**src/rtl/als_pkg.sv**
```systemverilog
// Shared frame geometry and FSM encoding for the ALS ADC responder.
package als_pkg;
    localparam int FRAME_BITS  = 16;
    localparam int LEAD_ZEROS  = 3;
    localparam int DATA_BITS   = 8;
    localparam int TRAIL_ZEROS = 5;
    localparam int CNT_W       = 5;

    typedef enum logic [1:0] {IDLE, SHIFT, HOLD} state_t;

    function automatic logic [FRAME_BITS-1:0] build_frame(input logic [DATA_BITS-1:0] d);
        return {{LEAD_ZEROS{1'b0}}, d, {TRAIL_ZEROS{1'b0}}};
    endfunction
endpackage

```
**src/rtl/als_spi_responder_if.sv**
```systemverilog
// SPI pin bundle between the light_sensor master and the ADC responder.
interface als_spi_responder_if;
    logic cs_n;
    logic sclk;
    logic sdo;
    logic sdo_en;

    modport master (output cs_n, sclk, input sdo, sdo_en);
    modport slave  (input cs_n, sclk, output sdo, sdo_en);
endinterface

```
**src/rtl/sync_edge_detect.sv**
```systemverilog
// Multi-flop synchronizer plus history flop; edge pulses are derived from the
// synchronized level so they are clean single-clk strobes.
module sync_edge_detect #(
    parameter int   STAGES    = 2,
    parameter logic RESET_VAL = 1'b1
) (
    input  logic clk,
    input  logic reset_n,
    input  logic din,
    output logic level,
    output logic rise,
    output logic fall
);
    logic [STAGES-1:0] sync_q;
    logic              hist_q;

    // Reset to the idle pin level so releasing reset never fakes an edge.
    always_ff @(posedge clk or negedge reset_n) begin
        if (!reset_n) begin
            sync_q <= {STAGES{RESET_VAL}};
            hist_q <= RESET_VAL;
        end else begin
            sync_q <= {sync_q[STAGES-2:0], din};
            hist_q <= sync_q[STAGES-1];
        end
    end

    assign level = sync_q[STAGES-1];
    assign rise  = level & ~hist_q;
    assign fall  = ~level & hist_q;
endmodule

```
**src/rtl/als_spi_responder.sv**
```systemverilog
// ADC081S021 emulator: shifts a captured sample out on SDO, framed by 3 leading
// and 5 trailing zeros, one bit per synchronized SCLK falling edge.
module als_spi_responder
    import als_pkg::*;
#(
    parameter int SYNC_STAGES = 2
) (
    input  logic                   clk,
    input  logic                   reset_n,
    als_spi_responder_if.slave     spi,
    input  logic [DATA_BITS-1:0]   sample_in,
    output logic                   frame_done,
    output logic                   frame_abort,
    output logic [15:0]            frame_count
);
    logic cs_lvl, cs_rise, cs_fall;
    logic sclk_lvl, sclk_rise, sclk_fall;
    logic unused_sync;

    sync_edge_detect #(.STAGES(SYNC_STAGES), .RESET_VAL(1'b1)) u_cs_sync (
        .clk(clk), .reset_n(reset_n), .din(spi.cs_n),
        .level(cs_lvl), .rise(cs_rise), .fall(cs_fall)
    );

    sync_edge_detect #(.STAGES(SYNC_STAGES), .RESET_VAL(1'b1)) u_sclk_sync (
        .clk(clk), .reset_n(reset_n), .din(spi.sclk),
        .level(sclk_lvl), .rise(sclk_rise), .fall(sclk_fall)
    );

    assign unused_sync = ^{cs_lvl, sclk_lvl, sclk_rise};

    state_t                state_q, state_d;
    logic [FRAME_BITS-1:0] shreg_q, shreg_d;
    logic [CNT_W-1:0]      bit_cnt_q, bit_cnt_d;
    logic                  sdo_q, sdo_d;
    logic                  sdo_en_q, sdo_en_d;
    logic                  done_q, done_d;
    logic                  abort_q, abort_d;
    logic [15:0]           count_q, count_d;

    always_ff @(posedge clk or negedge reset_n) begin
        if (!reset_n) begin
            state_q   <= IDLE;
            shreg_q   <= '0;
            bit_cnt_q <= '0;
            sdo_q     <= 1'b0;
            sdo_en_q  <= 1'b0;
            done_q    <= 1'b0;
            abort_q   <= 1'b0;
            count_q   <= '0;
        end else begin
            state_q   <= state_d;
            shreg_q   <= shreg_d;
            bit_cnt_q <= bit_cnt_d;
            sdo_q     <= sdo_d;
            sdo_en_q  <= sdo_en_d;
            done_q    <= done_d;
            abort_q   <= abort_d;
            count_q   <= count_d;
        end
    end

    always_comb begin
        state_d   = state_q;
        shreg_d   = shreg_q;
        bit_cnt_d = bit_cnt_q;
        sdo_d     = sdo_q;
        sdo_en_d  = sdo_en_q;
        done_d    = 1'b0;
        abort_d   = 1'b0;
        count_d   = count_q;
        case (state_q)
            IDLE: begin
                sdo_d    = 1'b0;
                sdo_en_d = 1'b0;
                if (cs_fall) begin
                    shreg_d   = build_frame(sample_in);
                    bit_cnt_d = '0;
                    sdo_en_d  = 1'b1;
                    sdo_d     = shreg_d[FRAME_BITS-1];
                    state_d   = SHIFT;
                end
            end
            SHIFT: begin
                // A CS_N rise in the same clk as an SCLK fall ends the frame;
                // the pending shift is dropped.
                if (cs_rise) begin
                    abort_d  = 1'b1;
                    shreg_d  = '0;
                    sdo_d    = 1'b0;
                    sdo_en_d = 1'b0;
                    state_d  = IDLE;
                end else if (sclk_fall) begin
                    shreg_d   = {shreg_q[FRAME_BITS-2:0], 1'b0};
                    bit_cnt_d = CNT_W'(bit_cnt_q + 1'b1);
                    sdo_d     = shreg_q[FRAME_BITS-2];
                    if (bit_cnt_q == CNT_W'(FRAME_BITS - 1)) begin
                        sdo_d   = 1'b0;
                        state_d = HOLD;
                    end
                end
            end
            HOLD: begin
                sdo_d = 1'b0;
                if (cs_rise) begin
                    done_d   = 1'b1;
                    count_d  = count_q + 16'd1;
                    shreg_d  = '0;
                    sdo_en_d = 1'b0;
                    state_d  = IDLE;
                end
            end
            default: begin
                state_d  = IDLE;
                sdo_d    = 1'b0;
                sdo_en_d = 1'b0;
            end
        endcase
    end

    assign spi.sdo     = sdo_q;
    assign spi.sdo_en  = sdo_en_q;
    assign frame_done  = done_q;
    assign frame_abort = abort_q;
    assign frame_count = count_q;
endmodule

```
**src/flat_wrapper.sv**
```systemverilog
// flat-port wrapper written by rule: the top's interface ports become plain ports
module als_spi_responder_flat import als_pkg::*;
#(
    parameter int SYNC_STAGES = 2
)
  (clk, reset_n, sample_in, frame_done, frame_abort, frame_count, spi_cs_n, spi_sclk, spi_sdo, spi_sdo_en);
  als_spi_responder_if spi_i ();
  input  logic clk;
  input  logic reset_n;
  input  logic [DATA_BITS-1:0] sample_in;
  output logic frame_done;
  output logic frame_abort;
  output logic [15:0] frame_count;
  input wire logic [$bits(spi_i.cs_n)-1:0] spi_cs_n;
  input wire logic [$bits(spi_i.sclk)-1:0] spi_sclk;
  output wire logic [$bits(spi_i.sdo)-1:0] spi_sdo;
  output wire logic [$bits(spi_i.sdo_en)-1:0] spi_sdo_en;
  assign spi_i.cs_n = spi_cs_n;
  assign spi_i.sclk = spi_sclk;
  assign spi_sdo = spi_i.sdo;
  assign spi_sdo_en = spi_i.sdo_en;
  als_spi_responder #(.SYNC_STAGES(SYNC_STAGES)) u_core (.clk(clk), .reset_n(reset_n), .spi(spi_i), .sample_in(sample_in), .frame_done(frame_done), .frame_abort(frame_abort), .frame_count(frame_count));
endmodule
```
**config.mk**
```make
export PLATFORM = sky130hd
export DESIGN_NAME = als_spi_responder_flat
export DESIGN_NICKNAME = d
export VERILOG_FILES = /design/src/rtl/als_pkg.sv /design/src/rtl/als_spi_responder_if.sv /design/src/rtl/sync_edge_detect.sv /design/src/rtl/als_spi_responder.sv /design/src/flat_wrapper.sv
export SDC_FILE = /design/constraint.sdc
export NUM_CORES = 1
export LEC_CHECK = 0
export ABC_AREA = 0
export CAP_MARGIN = 20
export CORE_MARGIN = 2
export CORE_UTILIZATION = 35
export DETAILED_ROUTE_END_ITERATION = 8
export PLACE_DENSITY_LB_ADDON = 0.15
export SYNTH_ARGS = -nofsm -noshare
export SYNTH_HDL_FRONTEND = slang
export SYNTH_SLANG_ARGS = --single-unit
```
**constraint.sdc**
```tcl
create_clock -name clk -period 3.3 [get_ports clk]
set_input_delay 0.825 -clock clk [delete_from_list [all_inputs] [get_ports clk]]
set_output_delay 0.825 -clock clk [all_outputs]
set_load 0.01 [all_outputs]
```
Yosys cells after proc, flatten, opt, wreduce, memory -nomap -nowiden
Cells that the tools add are included.

Flip-flop bits (word level): 48. Bits in latches: 0. Bits in writable memories: 0. ROM bits: 0. Output and inout port bits: 20. Word-level logic and storage cells: 63. Memories kept: 0.

Add/sub/neg operators: 2. $mul: 0. Divide/modulo/power cells: 0. Magnitude comparators: 0. Eq/ne operators: 10. Shift operators: 0. Multiplexer cells: 25. Bitwise logic cells: 6. Reduce and logical (&&, ||, !) cells: 8.

Operator list (count): two-way mux 15 bit (4); one-hot mux 15 bit (3 select lines) (1); adder 16 x 1 -> 16 bit (second input constant) (1); two-way mux 5 bit (3); AND reduction 4 bit (3); two-way mux 2 bit (5); one-hot mux 5 bit (2 select lines) (1); two-way mux 1 bit (9); inequality test 2 x 1 -> 1 bit (second input constant) (4); inequality test 3 x 1 -> 1 bit (second input constant) (2); one-hot mux 2 bit (3 select lines) (1); adder 5 x 1 -> 5 bit (second input constant) (1); == test 5 x 4 -> 1 bit (second input constant) (1); bitwise AND 1 bit (3); inverter 1 bit (3); nonzero test 3 bit (1); == test 2 x 1 -> 1 bit (second input constant) (1); == test 2 bit (second input constant) (1); logical NOT 2 bit (1); inequality test 2 bit (second input constant) (1); one-hot mux 1 bit (2 select lines) (1); AND reduction 2 bit (1); nonzero test 2 bit (1); OR reduction 2 bit (1).

Depth between registers and ports, before layout
Gate-level depths: netlist (run 1).

Word-level depth: 5. Gate-level depth with buffers: 7. Gate-level depth less buffers: 6.

Modules after synthesis
A second synthesis (run 1) with hierarchy kept.

Cells, all modules: 171. Area total of the unflattened synthesis: 1965.6 sq um.

Modules (own cells, without submodules): als_spi_responder (times used 1, cells an instance 161, area an instance 1778.0 sq um); sync_edge_detect (times used 2, cells an instance 5, area an instance 93.8 sq um).

Least setup slack after synthesis (run 1)
No wires, ideal clock.

Kind: register to register. Start: register u_core.state_q[0]. End: register u_core.shreg_q[10]. Setup time: 0.125 ns. Data arrival time: 1.656 ns. Required time: 3.175 ns. Path slack: 1.519 ns. Stages on the path, launching flop included: 7. Buffers on the path: 0. Period minus slack after synthesis: 1.781 ns. Path through: dfrtp_1 -> inv_1 -> ha_1 -> or2_2 -> o211ai_1 -> a22oi_4 -> mux2_2.

Word-level cells in the longest chain between the ends: 3. Elaborated cells on any way between the ends: 9.

Ends and longest elaborated chain: from (decl) (RTL line als_spi_responder.sv:32) `state_t state_q, state_d;`; from (signal assigned) (RTL line als_spi_responder.sv:52) `state_q <= state_d;`; == test 2 x 1 -> 1 bit (tied with other cells) (RTL line als_spi_responder.sv:72) `case (state_q)`; inequality test 3 x 1 -> 1 bit (no line) (tied with other cells); AND reduction 4 bit (no line); to (signal assigned) (RTL line als_spi_responder.sv:53) `shreg_q <= shreg_d;`; to (decl) (RTL line als_spi_responder.sv:33) `logic [FRAME_BITS-1:0] shreg_q, shreg_d;`.

Several ways; a longest one is shown, not always the timed one. A chain may end at the register's enable or synchronous reset.

Worst setup path in the final report (run 1)
Start: register u_core.count_q[2] (netlist: u_core.frame_count[2]). End: output port frame_count[2].

RTL lines: from (decl) (RTL line als_spi_responder.sv:39) `logic [15:0] count_q, count_d;`; from (signal assigned) (RTL line als_spi_responder.sv:59) `count_q <= count_d;`; to (decl) (RTL line flat_wrapper.sv:13) `output logic [15:0] frame_count;`.

No word-level cell between the ends.

==> results of run 1 <==
-- cells in the mapped netlist, types with 2 or more instances --
master / n / area share (%)
dfrtp_1: 37 / 47
mux2_2: 11 / 6.2
nor2_1: 11 / 2.1
xnor2_1: 11 / 4.8
nand2_1: 9 / 1.7
a22o_1: 8 / 3.5
inv_1: 8 / 1.5
ha_1: 7 / 4.4
dfstp_2: 6 / 7.9
nand3_1: 6 / 1.5
and3_1: 4 / 1.3
nand2b_1: 4 / 1.3
nand4_1: 4 / 1.3
xor2_1: 4 / 1.8
a21oi_1: 3 / 0.75
nor3_2: 3 / 1.5
a221o_1: 2 / 1.0
and4_1: 2 / 0.88
inv_2: 2 / 0.38
mux2i_1: 2 / 1.0
nor2b_1: 2 / 0.63
nor3_1: 2 / 0.50
-- state kept, by name (all words and copies together) (netlist names) --
signal,cells
u_core.bit_cnt_q,5
u_core.frame_abort,1
u_core.frame_count,16
u_core.frame_done,1
u_core.shreg_q,10
u_core.spi.sdo,1
u_core.spi.sdo_en,1
u_core.state_q,2
u_core.u_cs_sync.hist_q,1
u_core.u_cs_sync.sync_q,2
u_core.u_sclk_sync.hist_q,1
u_core.u_sclk_sync.sync_q,2
-- metrics by stage --
stage               cells  utilization [%]  worst slack [ps]  power, mW
global placement      267            43.19              1281      1.144
global route          274            45.13              1048      1.652
CTS                   274            45.13              1145      1.567
detailed placement    267            43.19              1189      1.168
floorplan             165                -              1519      1.050
finish                274            45.13              1160      1.547
-- kinds of logic after synthesis --
logic type	Yosys count
compound gates	23
buf+inv	11
xor+xnor	15
simple gates	52
fa+ha+maj	8
mux	13
flops	43
-- power by group through the flow --
stage / clock network (mW) / registers [mW] / logic [mW]
after detailed placement: 0 / 0.694 / 0.474
after global placement: 0 / 0.689 / 0.454
final: 0.394 / 0.685 / 0.468
after CTS: 0.408 / 0.685 / 0.474
after global routing: 0.433 / 0.699 / 0.520
after floorplan: 0 / 0.679 / 0.372
-- metal layers --
layer / track usage (%) / vias to the layer above / routed length, um
li1: - / 650 / -
met1: 17.09 / 683 / 1721
met2: 21.02 / 27 / 1800
met3: 3.620 / 7 / 162
met4: 5.862 / 0 / 62
met5: 0 / - / 0
-- path summary, 6_finish.rpt --
path | endpoint | depth (start not counted) | slack [ps] | from
hold reg to reg | u_core.u_cs_sync.sync_q[1] | 0 | 360 | u_core.u_cs_sync.sync_q[0]
min in group asynchronous | u_core.bit_cnt_q[1] | 1 | 670 | reset_n
setup reg to reg | u_core.shreg_q[12] | 6 | 1180 | u_core.state_q[1]
hold / removal | u_core.u_cs_sync.sync_q[1] | 0 | 360 | u_core.u_cs_sync.sync_q[0]
setup / recovery | frame_count[2] | 1 | 1160 | u_core.frame_count[2]
max in group asynchronous | u_core.frame_abort | 1 | 2020 | reset_n
-- cell type report --
| cell class | instances | area, sq um |
|---|---|---|
| Timing Repair Buffer | 31 | 305.3 |
| Inverter | 10 | 37.54 |
| Sequential cell | 43 | 1084 |
| Multi-Input combinational cell | 111 | 862.1 |
| Fill cell | 509 | 3022 |
| Clock inverter | 2 | 37.54 |
| Tap cell | 72 | 90.09 |
| Clock buffer | 5 | 68.82 |
-- placed cells by master (no fill, tap or decap), drive strengths merged, types with 3 or more instances in the layout --
cell            n
and3            4
ha              7
a22o            8
nand4           4
xor2            4
clkdlybuf4s50  30
dfrtp          37
nand2           9
nand2b          4
nand3           6
a21oi           3
nor3            5
mux2           11
nor2           11
xnor2          11
clkbuf          5
inv            10
dfstp           6
==> results.sh, run 1 <==
export IMPL_row_count=27
export IMPL_status="completed"
export IMPL_postCtsHoldBufs=0
export IMPL_grt_pass1_vias=1400
export IMPL_ys_async_sr_fraction_pct=100.0
export IMPL_cts_setup_buffers=0
export IMPL_max_cap_viol_count=0
export IMPL_ys_types=39
export IMPL_cp_slowest_cell="clkdlybuf4s50_1"
export IMPL_grt_start_max_net_pins=44
export IMPL_synth_edf_count=0
export IMPL_postRouteAntennaNets=0
export IMPL_path_buf_inv=1
export IMPL_avgSynthCellArea_sq_um=12.06
export IMPL_power_density_mw_per_mm2=622.7
export IMPL_power_leakage_nw=1.105
export IMPL_nets=221
export IMPL_placeableCoreArea_sq_mm=0.005507
export IMPL_worst_path_max_fanout=6
export IMPL_fin_area_sq_mm=0.002485
export IMPL_rsz0062_at_grt="false"
export IMPL_cts_sinks=43
export IMPL_synth_seq_area_share_pct=54.43
export IMPL_slew_limit_headroom_pct=36.24
export IMPL_vias=1367
export IMPL_area_growth_pct=24.83
export IMPL_placed_area_sq_mm=0.002379
export IMPL_ys_warn_count=0
export IMPL_port_buffers=31
export IMPL_syn_area_sq_mm=0.001991
export IMPL_ys_flop_type="dfrtp_1"
export IMPL_gp_congestion=0.7623
export IMPL_p_int_mw=1.085
export IMPL_cts_made_buffers=5
export IMPL_worst_setup_path_start_kind="flop"
export IMPL_synthMuxAreaShare_pct=7.228
export IMPL_grt_pass1_wl_mm=6.513
export IMPL_grt_util_all_layers_pct=13.29
export IMPL_slew_viol_final=0
export IMPL_drive_gt1_share_pct=16.83
export IMPL_ys_seq_elements=43
export IMPL_cp_arrival_ps=1320
export IMPL_num_io_pins=32
export IMPL_finalSetupViolations=0
export IMPL_drt_total_wl_mm=3.746
export IMPL_combinationalPowerShare_pct=30.2
export IMPL_tightest_slew_ps=956.4
export IMPL_htree_levels=2
export IMPL_initial_core_util_pct=36.15
export IMPL_clock_skew_ps=5.257
export IMPL_min_path_type="reg -> reg"
export IMPL_fin_tns_setup_ps=0
export IMPL_seqPwrFrac_pct=44.3
export IMPL_die_height_um=79.42
export IMPL_gr_total_overflow=0
export IMPL_cts_tree="built"
export IMPL_worst_path_largest_cell_delay_ps=570
export IMPL_vdd_drop_max_uv=254.1
export IMPL_clk_path_buf_depth=2
export IMPL_die_w_um=79.42
export IMPL_synth_top_family_by_area="simple AND/OR/NAND/NOR gates"
export IMPL_antenna_found_initial=0
export IMPL_ctsResizeCount=0
export IMPL_synth_nets=184
export IMPL_period_needed_ps=2140
export IMPL_power_switching_uw=462.0
export IMPL_dieArea_sq_mm=0.006307
export IMPL_vias_per_cell=4.989
export IMPL_crit_family="buffers and inverters"
export IMPL_fmax_mhz=467.2
export IMPL_synth_simple_area_share_pct=14.33
export IMPL_synthCells=165
export IMPL_crit_chain="clkdlybuf4s50_1"
export IMPL_crit_required_ps=2470
export IMPL_clkTransAtPathRegs_ps=80
export IMPL_cp_end_kind="output pin"
export IMPL_swShare_pct=29.86
export IMPL_synth_xor_area_share_pct=6.600
export IMPL_cts_root_buf="clkbuf_8"
export IMPL_route_detailed_drc=0
export IMPL_synth_adder_area_share_pct=4.965
export IMPL_detail_route_wl_per_cell_um=13.67
export IMPL_clock_latency_ps=290
export IMPL_hold_viol_final=0
export IMPL_dpl_hpwl_mm=2.712
export IMPL_dr_pass1_iters=4
export IMPL_crit_type="reg -> out"
export IMPL_drtIter0Drc=33
export IMPL_period_share_pct=64.86
export IMPL_synth_compound_area_share_pct=10.18
export IMPL_pwr_share_clk_pct=25.5
export IMPL_holdWs_ps=358.6
export IMPL_diodes=0
Power figures use the tool's default switching activity.
==> run 2: changes to the inputs <==
==> constraint.sdc (replaced) <==
create_clock -name clk -period 1.78 [get_ports clk]
set_input_delay 0.445 -clock clk [delete_from_list [all_inputs] [get_ports clk]]
set_output_delay 0.445 -clock clk [all_outputs]
set_load 0.01 [all_outputs]
==> run 2 against run 1 <==
Global-route usage rose by 0.17 points. Via count rose by 5.8%. Utilization rose by 5.0 points. Largest cell class unchanged.
==> results.sh, run 2 (synthesized netlist as in run 1, its figures left out) <==
export IMPL_worst_path_max_fanout=6
export IMPL_route_detailed_drc=0
export IMPL_status="completed"
export IMPL_die_w_um=79.42
export IMPL_grt_start_max_net_pins=44
export IMPL_num_io_pins=32
export IMPL_clk_path_buf_depth=2
export IMPL_clkTransAtPathRegs_ps=80
export IMPL_power_leakage_nw=1.266
export IMPL_postRouteAntennaNets=0
export IMPL_r2r_cells=7
export IMPL_max_cap_viol_count=0
export IMPL_r2r_setup_slack_ps=10
export IMPL_power_total_mw=3.138
export IMPL_period_share_pct=99.42
export IMPL_largest_reg_flops=16
export IMPL_cp_end_kind="flop"
export IMPL_cts_made_buffers=5
export IMPL_dieArea_sq_mm=0.006307
export IMPL_tightest_slew_ps=306.7
export IMPL_port_buffers=31
export IMPL_post_route_util_pct=50.15
export IMPL_period_needed_ps=1770
export IMPL_final_cell_mix="dfrtp_1 (36), clkdlybuf4s50_1 (30), buf_4 (23)"
export IMPL_drtIter0Drc=53
export IMPL_clock_skew_ps=2.691
export IMPL_crit_type="reg -> reg"
export IMPL_antenna_found_initial=0
export IMPL_startpoint="u_core.state_q[1]"
export IMPL_vias=1446
export IMPL_nets=248
export IMPL_drive_gt1_share_pct=30.00
export IMPL_vias_per_cell=4.788
export IMPL_area_growth_pct=38.72
export IMPL_vdd_drop_max_uv=445.7
export IMPL_grt_pass1_wl_mm=6.479
export IMPL_r2r_end="u_core.bit_cnt_q[2]"
export IMPL_endpoint="u_core.bit_cnt_q[2]"
export IMPL_fin_ws_ps=10.33
export IMPL_final_common_cell="dfrtp_1"
export IMPL_diodes=0
export IMPL_cp_arrival_ps=1940
export IMPL_power_density_mw_per_mm2=1136
export IMPL_initial_core_util_pct=36.15
export IMPL_fillers=478
export IMPL_grt_pass1_vias=1448
export IMPL_gp_congestion=0.8237
export IMPL_grt_util_all_layers_pct=13.46
export IMPL_fmax_mhz=565.1
export IMPL_cts_tree="built"
export IMPL_hold_viol_final=0
export IMPL_postCtsHoldBufs=0
export IMPL_multi_input_area_sq_um=904.6
export IMPL_detail_route_wl_per_cell_um=13.38
export IMPL_dr_pass1_iters=4
export IMPL_clock_latency_ps=290
export IMPL_htree_levels=2
export IMPL_finalSetupViolations=0
export IMPL_row_count=27
export IMPL_dpl_hpwl_mm=2.862
export IMPL_placeableCoreArea_sq_mm=0.005507
export IMPL_die_height_um=79.42
export IMPL_gr_total_overflow=0
export IMPL_cts_sinks=43
export IMPL_min_path_type="in -> async"
export IMPL_r2r_start="u_core.state_q[1]"
export IMPL_slew_viol_final=0
export IMPL_fin_tns_setup_ps=0
export IMPL_slew_limit_headroom_pct=79.55
export IMPL_drt_total_wl_mm=4.040
export IMPL_seq_area_sq_mm=0.001085
export IMPL_worst_setup_path_start_kind="flop"
export IMPL_place_ws_ps=-122.2
export IMPL_crit_required_ps=1950
export IMPL_rsz0062_at_grt="true"
export IMPL_cts_root_buf="clkbuf_8"
==> run 2: cell types whose count changed in the layout (fill, tap and decap cells not counted), moves of 2 or more <==
cell      delta
buf_6        +2
buf_4       +23
inv_2        +2
buf_12       +2
clkbuf_8     +2
inv_1        -2
ha_1         -3
ha_4         +2
==> run 2: worst max-delay path, cell delays in order (launching register included) <==
cell,delay (ps)
dfrtp_1,430
inv_2,110
ha_4,160
buf_6,120
inv_2,30
or2_1,230
o32a_1,240
a221o_1,340
==> run 2: final cells by class <==
| type | instances | share of cell area (%) |
|---|---|---|
| flip-flops and latches | 43 | 39.28 |
| multi-input cells | 111 | 32.76 |
| clock buffers | 7 | 3.489 |
| clock inverters | 1 | 0.2719 |
| well taps | 72 | 3.262 |
| inverters | 10 | 1.359 |
| repair buffers | 58 | 19.57 |
==> run 2: per-stage QoR <==
stage | instances | area (sq um) | hold slack (ps)
after floorplan | 165 | 1993 | 149.4
after global placement | 284 | 2534 | 345.7
after detailed placement | 284 | 2534 | 346.8
after CTS | 293 | 2659 | 111.8
after global routing | 302 | 2761 | 114.4
final | 302 | 2761 | 105.7
==> run 2: per-layer routing <==
metal / global-route usage, % / vias up / share of wire [%]
li1: - / 715 / -
met1: 15.85 / 701 / 45
met2: 22.29 / 26 / 49
met3: 4.072 / 4 / 3.8
met4: 6.724 / 0 / 1.4
met5: 0 / - / 0
==> run 2: worst min path at each step <==
stage                                    to  slack [ps]  cells after the start
2_1_floorplan           u_core.bit_cnt_q[0]         150                      0
3_3_place_gp     u_core.u_cs_sync.sync_q[1]         350                      0
3_5_place_dp   u_core.u_sclk_sync.sync_q[1]         350                      0
4_1_cts               u_core.frame_count[1]         110                      2
5_1_grt              u_core.frame_count[12]         110                      2
6_report              u_core.frame_count[1]         110                      2
==> run 2: repair_timing <==
| action | CTS | global route |
|---|---|---|
| gates resized for setup | 5 | 8 |
| pin swaps | 4 | 6 |
| setup endpoints to repair | 16 | 28 |
| setup buffers | 2 | 9 |
==> run 2: report_power, final <==
group,switching (mW),internal [mW],total [mW],leakage [nW]
registers,0.111,1.15,1.27,0.555
logic,0.497,0.694,1.19,0.660
clock network,0.328,0.353,0.681,0.0505
